===== config.mk =====
export PLATFORM = sky130hd
export DESIGN_NAME = instruction_fetch
export DESIGN_NICKNAME = d
export VERILOG_FILES = /design/src/rtl/instruction_fetch.sv
export SDC_FILE = /design/constraint.sdc
export NUM_CORES = 1
export LEC_CHECK = 0
export CORE_MARGIN = 2
export CORE_UTILIZATION = 43
export DETAILED_ROUTE_END_ITERATION = 7
export PLACE_DENSITY_LB_ADDON = 0.25
export SLEW_MARGIN = 10
export SYNTH_ARGS = -nofsm -noshare
export SYNTH_HDL_FRONTEND = slang
export SYNTH_SLANG_ARGS = --single-unit
export TNS_END_PERCENT = 1

===== constraint.sdc =====
create_clock -name clk -period 2.1 [get_ports clk]
set_input_delay 0.42 -clock clk [delete_from_list [all_inputs] [get_ports clk]]
set_output_delay 0.42 -clock clk [all_outputs]
set_load 0.02 [all_outputs]

===== src/rtl/instruction_fetch.sv =====
// Instruction fetch: drives the memory address, waits MEM_LATENCY cycles, captures the word
// and offers it to decode over valid/ready. Bounds checking is compiled in by FETCH_BOUNDS_CHECK_EN.
module instruction_fetch #(
    parameter int unsigned MEM_LATENCY = 2,
    parameter logic [31:0] RESET_PC    = 32'h0000_0000,
    parameter int unsigned IMEM_WORDS  = 1024
) (
    input  logic        clk,
    input  logic        reset,
    output logic [31:0] address,
    input  logic [31:0] instruction,
    output logic [31:0] instr_out,
    output logic [31:0] pc_out,
    output logic        instr_valid,
    input  logic        instr_ready,
    input  logic        redirect,
    input  logic [31:0] redirect_target,
    output logic        fetch_fault
);

    localparam int unsigned CW = (MEM_LATENCY < 1) ? 1 : $clog2(MEM_LATENCY + 1);
    localparam logic [CW-1:0] LAST = CW'(MEM_LATENCY - 1);

`ifdef FETCH_BOUNDS_CHECK_EN
    localparam logic [32:0] ADDR_LIMIT = 33'(IMEM_WORDS) << 2;
    typedef enum logic [1:0] {S_WAIT = 2'd0, S_VALID = 2'd1, S_FAULT = 2'd2} state_t;
`else
    typedef enum logic [1:0] {S_WAIT = 2'd0, S_VALID = 2'd1} state_t;
`endif

    state_t        state_q, state_d;
    logic [CW-1:0] count_q, count_d;
    logic [31:0]   addr_q, addr_d;
    logic [31:0]   instr_q, instr_d;
    logic [31:0]   pc_q, pc_d;
    logic          issue;
    logic [31:0]   issue_addr;

    always_comb begin
        state_d    = state_q;
        count_d    = count_q;
        addr_d     = addr_q;
        instr_d    = instr_q;
        pc_d       = pc_q;
        issue      = 1'b0;
        issue_addr = addr_q + 32'd4;

        case (state_q)
            S_WAIT: begin
                if (redirect) begin
                    issue      = 1'b1;
                    issue_addr = redirect_target & 32'hFFFF_FFFC;
                end else if (count_q == LAST) begin
                    instr_d = instruction;
                    pc_d    = addr_q;
                    count_d = '0;
                    state_d = S_VALID;
                end else begin
                    count_d = count_q + CW'(1);
                end
            end
            S_VALID: begin
                // A redirect coinciding with a handshake still lets decode take the word.
                if (redirect) begin
                    issue      = 1'b1;
                    issue_addr = redirect_target & 32'hFFFF_FFFC;
                end else if (instr_ready) begin
                    issue = 1'b1;
                end
            end
`ifdef FETCH_BOUNDS_CHECK_EN
            S_FAULT: ;
`endif
            default: state_d = S_WAIT;
        endcase

        if (issue) begin
            addr_d  = issue_addr;
            count_d = '0;
            state_d = S_WAIT;
`ifdef FETCH_BOUNDS_CHECK_EN
            if ({1'b0, issue_addr} >= ADDR_LIMIT) state_d = S_FAULT;
`endif
        end
    end

    always_ff @(posedge clk) begin
        if (reset) begin
            state_q <= S_WAIT;
            count_q <= '0;
            addr_q  <= RESET_PC;
            instr_q <= '0;
            pc_q    <= '0;
        end else begin
            state_q <= state_d;
            count_q <= count_d;
            addr_q  <= addr_d;
            instr_q <= instr_d;
            pc_q    <= pc_d;
        end
    end

    assign address     = addr_q;
    assign instr_out   = instr_q;
    assign pc_out      = pc_q;
    assign instr_valid = (state_q == S_VALID);
`ifdef FETCH_BOUNDS_CHECK_EN
    assign fetch_fault = (state_q == S_FAULT);
`else
    assign fetch_fault = 1'b0;
`endif

endmodule


==> results.md, run 1 <==
* Distinct cell type count after synthesis at between 40 and 50
* Unrepaired setup endpoints after global routing: no
* Post-CTS Resized at 0
* Leakage at 2.16 nW
* Clk Latency, worst-skew pair at 350 ps
* Max-cap violations at 0
* Router iterations before antenna repair at 4
* Starting Density at about 44%
* Tcrit/Tclk final at 93.4%
* Die extent in y at 102 um
* Synth warnings at 0
* Worst setup path category: flip-flop to primary output
* Post-CTS Setup Inserts at 0
* Required time of the critical path at 1680 ps
* Most frequent cells in the layout: clkdlybuf4s50_1, nand2_1, dfxtp_1, a21oi_1, buf_4
* Worst VDD drop at 0.000318 V
* Clock Skews at ~13 ps
* DPL Wire Length at 9200 um
* Initial antenna violation count at 0
* CTS clk-pin slew, worst paths at 100 ps
* Main synth FF type: dfxtp_1
* CTS tree: built
* Die width at 102 um
* Max_slew headroom at 65.4%
* First-pass GRT wire length at 19800 um
* Die area at slightly above 0.01 sq mm
* Worst-path cell chain: buf_4 > clkdlybuf4s50_1
* R2r worst-path depth at 4
* Highest cell delay on the worst timing path at 610 ps
* Reg2Reg Setup Slack at 140 ps
* EDFF count, synth at 0
* Vias per cell at 5.21
* Port Buffers at 158
* Total Power at 3.70 mW
* Antenna Nets Post-Route at 0
* WL final at 12300 um
* Syn Inst Count at 518
* Final Max Tran Viols at 0
* Clock Path Buffers at 2
* CP startpoint kind: flip-flop
* Status: finished clean
* Crit path DAT at 1540 ps
* Async SR Flop Fraction at 0%
* Area grow syn2layout at 52.0%
* Sink Count at 95
* Final Critical Period at between 1500 and 2000 ps
* Largest net degree at the start of global routing at 50
* TritonCTS Buffers at 9
* CTS H-tree depth at 3
* Setup_tns at 0 ps
* Hold Path Cell Cnt at 2
* Slew @ Worst Pin at 519 ps
* Total track usage at a little under a quarter
* Num ports at 166
* Final Wtd Congestion at 0.870
* Final hold vios at 0
* Final setup vio count at 0
* Layout cells sized above 1 at a little under a tenth
* Commonest non-fill, non-tap cell in the layout: clkdlybuf4s50_1
* Hold_ws at 448 ps
* F_max at 510 MHz
* CTS Root Cell: clkbuf_8
* Crit end category: primary output
* Dpl cells at 810
* Crit-path max FO at 4
* Post-Synthesis Mean Instance Area at 7.89 sq um
* Total congestion overflow at 0
* Hold Buf Count CTS at 0
* Critical Path Slowest Stage Cell: clkdlybuf4s50_1
* Register area share after synthesis at 46.5%
* Initial DRC count at 203
* Final core utilization at between 60 and 70%
* Rows at 35
* Layout Nets at 761
* Power Density at 596 mW/mm^2
* Via count at ~4300
* Core ar. at between 0.009 and 0.01 sq mm
* Avg WL per Cell at 14.9 um
* Post-Syn Area at 0.00409 sq mm
* Via count of the first global-routing pass at 4164
* Yosys reg bits at 95
* DRC viols at 0
* Worst hold path type: input pin to flip-flop
* Antenna fix cells at 0
* Non-Filler Instances at 826
-- power breakdown --
group          total, mW  switching (mW)  leakage (nW)  internal (mW)
clock network       1.11           0.661        0.0814          0.448
registers           1.93          0.0622         0.775           1.87
logic              0.658           0.322          1.31          0.336
total               3.70            1.05          2.16           2.66
-- sequential cells by signal (all words and copies together) (netlist names) --
name,cells
address,30
count_q,2
instr_out,32
pc_out,30
state_q,1
-- cell families (layout without fill, tap and decap cells) --
family                   count (synthesis)  in the layout  share of synthesized area, %
flip-flops                              95             95                          46.5
AO/OA/AOI/OAI                          116            116                          17.4
XOR/XNOR                                12             12                          2.57
AND/OR/NAND/NOR                        243            243                          27.6
buffers and inverters                   50            225                          5.51
other                                    1              5                        0.0917
adder cells (fa/ha/maj)                  1              1                         0.306
-- stage by stage --
| step | instance area [sq um] | worst slack (ps) |
|---|---|---|
| finish | 6210 | 138 |
| floorplan | 4100 | 157 |
| CTS | 6210 | 87.4 |
| global route | 6210 | 28.5 |
| global placement | 6030 | -234 |
| detailed placement | 6030 | -282 |
-- worst max-delay path: cells and delay by family (launching register included) --
family,cells,cell delay (ps)
DFF,1,420
buffers and inverters,2,770
-- layout make-up --
class / count / area [sq um]
timing repair buffer: 202 / 1960
multi-input combinational: 377 / 1980
clock buffer: 10 / 128
inverter: 7 / 26.3
fill: 800 / 3030
sequential: 95 / 1900
clock inverter: 6 / 51.3
tap: 129 / 161
-- cell usage after synthesis (5+ instances only) --
cell type | number | area share (%)
nand2_1 | 145 | 13
dfxtp_1 | 95 | 47
a21oi_1 | 68 | 8.3
clkbuf_1 | 32 | 2.9
nor2_1 | 27 | 2.5
nand3_1 | 16 | 2.0
a211oi_1 | 12 | 2.2
or4_1 | 12 | 2.2
nand4_1 | 10 | 1.5
and4_1 | 9 | 1.9
a311oi_1 | 8 | 1.7
o31ai_1 | 8 | 1.5
xor2_1 | 8 | 1.7
and2_1 | 7 | 1.1
buf_4 | 7 | 1.3
inv_1 | 7 | 0.64
nor4_1 | 5 | 0.76
-- path summary, 6_finish.rpt --
kind,from,to
min,reset,instr_out[4]
min reg2reg,instr_out[27],instr_out[27]
max reg2reg,address[6],address[26]
max,address[7],address[7]
-- routing by layer --
metal | vias up | routed length, um | global-route usage, % | part of all wire (%)
li1 | 2133 | - | - | -
met1 | 2012 | 5290 | 30.3 | 43
met2 | 151 | 6160 | 41.3 | 50
met3 | 11 | 751 | 3.52 | 6.1
met4 | 0 | 125 | 7.48 | 1.0
met5 | - | 0 | 0 | 0
Power figures use the tool's default switching activity.
==> run 2, diff against run 1 <==
--- a/config.mk
+++ b/config.mk
@@ -7,6 +7,7 @@
 export LEC_CHECK = 0
 export CORE_MARGIN = 2
 export CORE_UTILIZATION = 43
+export CTS_BUF_LIST = sky130_fd_sc_hd__clkbuf_4 sky130_fd_sc_hd__clkbuf_8 sky130_fd_sc_hd__clkbuf_16
 export DETAILED_ROUTE_END_ITERATION = 7
 export PLACE_DENSITY_LB_ADDON = 0.25
 export SLEW_MARGIN = 10
==> results.md, run 2 (same netlist as run 1, synthesis figures left out) <==
* Total Power at 3.72 mW (+0.56%)
* Dpl cells at 810 (unchanged)
* Crit path DAT at 1540 ps (about the same)
* Final Max Tran Viols at 0 (unchanged)
* Area grow syn2layout at 52.1% (about the same)
* CP startpoint kind: flip-flop
* Die area at 0.0103 sq mm (unchanged)
* Die width at 102 um (unchanged)
* Most frequent cells in the layout: clkdlybuf4s50_1, nand2_1, dfxtp_1, a21oi_1, buf_4
* First-pass GRT wire length at 19800 um (about the same)
* Clk Latency, worst-skew pair at 350 ps (about the same)
* R2r worst-path depth at 4 (unchanged)
* Initial antenna violation count at 0 (unchanged)
* Largest net degree at the start of global routing at 50 (unchanged)
* Antenna Nets Post-Route at 0 (unchanged)
* Clk pwr share at 30.4% (+0.4 points)
* CTS Root Cell: clkbuf_8
* Hold_ws at 448 ps (+0.485 ps)
* Power Density at 599 mW/mm^2 (+0.50%)
* Commonest non-fill, non-tap cell in the layout: clkdlybuf4s50_1
* Num ports at 166 (unchanged)
* Final core utilization at 67.3% (about the same)
* Worst hold path type: input pin to flip-flop
* Hold Path Cell Cnt at 2 (unchanged)
* Clock Skews at 11.3 ps (-1.84 ps)
* WL final at 12400 um (+0.24%)
* Starting Density at 44.3% (unchanged)
* Sw Share at 28.3% (+0.051 points)
* TritonCTS Buffers at 9 (unchanged)
* Status: finished clean
* F_max at 509 MHz (about the same)
* DPL Wire Length at 9200 um (unchanged)
* Comb pwr share at 17.7% (about the same)
* Hold EP: instr_out[4]
* Slew @ Worst Pin at 514 ps (-4.67 ps)
* Via count of the first global-routing pass at 4167 (+0.072%)
* Max_slew headroom at 65.7% (+0.31 points)
* Required time of the critical path at 1680 ps (about the same)
* Layout Nets at 761 (unchanged)
* CTS clk-pin slew, worst paths at 100 ps (about the same)
* Final Critical Period at 1960 ps (+0.972 ps)
* Worst R2R Start: address[6]
* Avg WL per Cell at 15.0 um (+0.24%)
* Crit end category: primary output
* Hold Path Origin: reset
* Leakage at 2.17 nW (+0.16%)
* Reg2Reg Setup Slack at 150 ps (about the same)
* Vias per cell at 5.23 (+0.26%)
* Rows at 35 (unchanged)
* Die extent in y at 102 um (unchanged)
* Hold Buf Count CTS at 0 (unchanged)
* Worst VDD drop at 0.000318 V (+0.23%)
* Non-Filler Instances at 826 (unchanged)
* Max-cap violations at 0 (unchanged)
* Crit-path max FO at 4 (unchanged)
* Final hold vios at 0 (unchanged)
* CTS tree: built
* Worst setup path category: flip-flop to primary output
* Final setup vio count at 0 (unchanged)
* Via count at 4318 (+0.26%)
* Total congestion overflow at 0 (unchanged)
* Sink Count at 95 (unchanged)
* Total track usage at 23.8% (unchanged)
* Reg power frac at 52.0% (-0.2 points)
* Pint at 2.67 mW (+0.49%)
* RR Endpoint: address[26]
* Tcrit/Tclk final at 93.5% (about the same)
* CTS H-tree depth at 3 (unchanged)
* Layout cells sized above 1 at 9.47% (+0.14 points)
* Max reg flops at 32 (unchanged)
* Unrepaired setup endpoints after global routing: no
* Initial DRC count at 194 (-4.4%)
* Antenna fix cells at 0 (unchanged)
* Router iterations before antenna repair at 4 (unchanged)
* Core ar. at 0.00924 sq mm (unchanged)
* Clock Path Buffers at 2 (unchanged)
* Port Buffers at 158 (unchanged)
* Setup_tns at 0 ps (unchanged)
* DRC viols at 0 (unchanged)
* Final Wtd Congestion at 0.870 (unchanged)
* NetSw at 1.05 mW (+0.75%)
==> run 2: cell counts in the layout (fill, tap and decap cells not counted) <==
No cell type changed its count.
==> run 2: repair_timing <==
action	4_1_cts	5_1_grt
endpoints found under the setup margin	0	1
setup buffers	0	0
gates resized for setup	0	1
==> run 2: worst max-delay path by stage <==
stage / depth (start not counted) / startpoint / to
final: 2 / address[7] / address[7]
after detailed placement: 5 / instr_ready / address[31]
after floorplan: 6 / state_q[0] / address[29]
after global routing: 4 / address[6] / address[24]
after global placement: 5 / instr_ready / address[29]
after CTS: 5 / instr_ready / address[31]
==> run 2: critical path, cell delays in order, from the launching register on <==
cell	delay, ps
dfxtp_1	420
buf_4	160
clkdlybuf4s50_1	610
==> run 2: power by group through the flow <==
| stage | logic [mW] | clock network (mW) | registers, mW |
|---|---|---|---|
| after floorplan | 0.191 | 0 | 2.06 |
| after global placement | 0.647 | 0 | 1.97 |
| after detailed placement | 0.656 | 0 | 1.97 |
| after CTS | 0.660 | 1.17 | 1.93 |
| after global routing | 0.706 | 1.23 | 1.94 |
| final | 0.658 | 1.13 | 1.93 |
==> run 2: through the flow <==
step	setup slack [ps]	area, sq um
after floorplan	157	4100
after global placement	-234	6030
after detailed placement	-282	6030
after CTS	87.4	6210
after global routing	28.5	6220
final	137	6220
==> run 2: cell type report <==
type | count | area, sq um
flip-flops and latches | 95 | 1900
clock inverters | 6 | 51.3
inverters | 7 | 26.3
fillers | 800 | 3020
clock buffers | 10 | 131
multi-input cells | 377 | 1980
repair buffers | 202 | 1960
well taps | 129 | 161
==> run 2: layer usage <==
metal / track usage, % / vias up / share of wire, %
met5: 0 / - / 0
met4: 7.48 / 0 / 1.0
met3: 3.52 / 11 / 5.8
met2: 41.3 / 147 / 50
met1: 30.3 / 2029 / 43
li1: - / 2131 / -
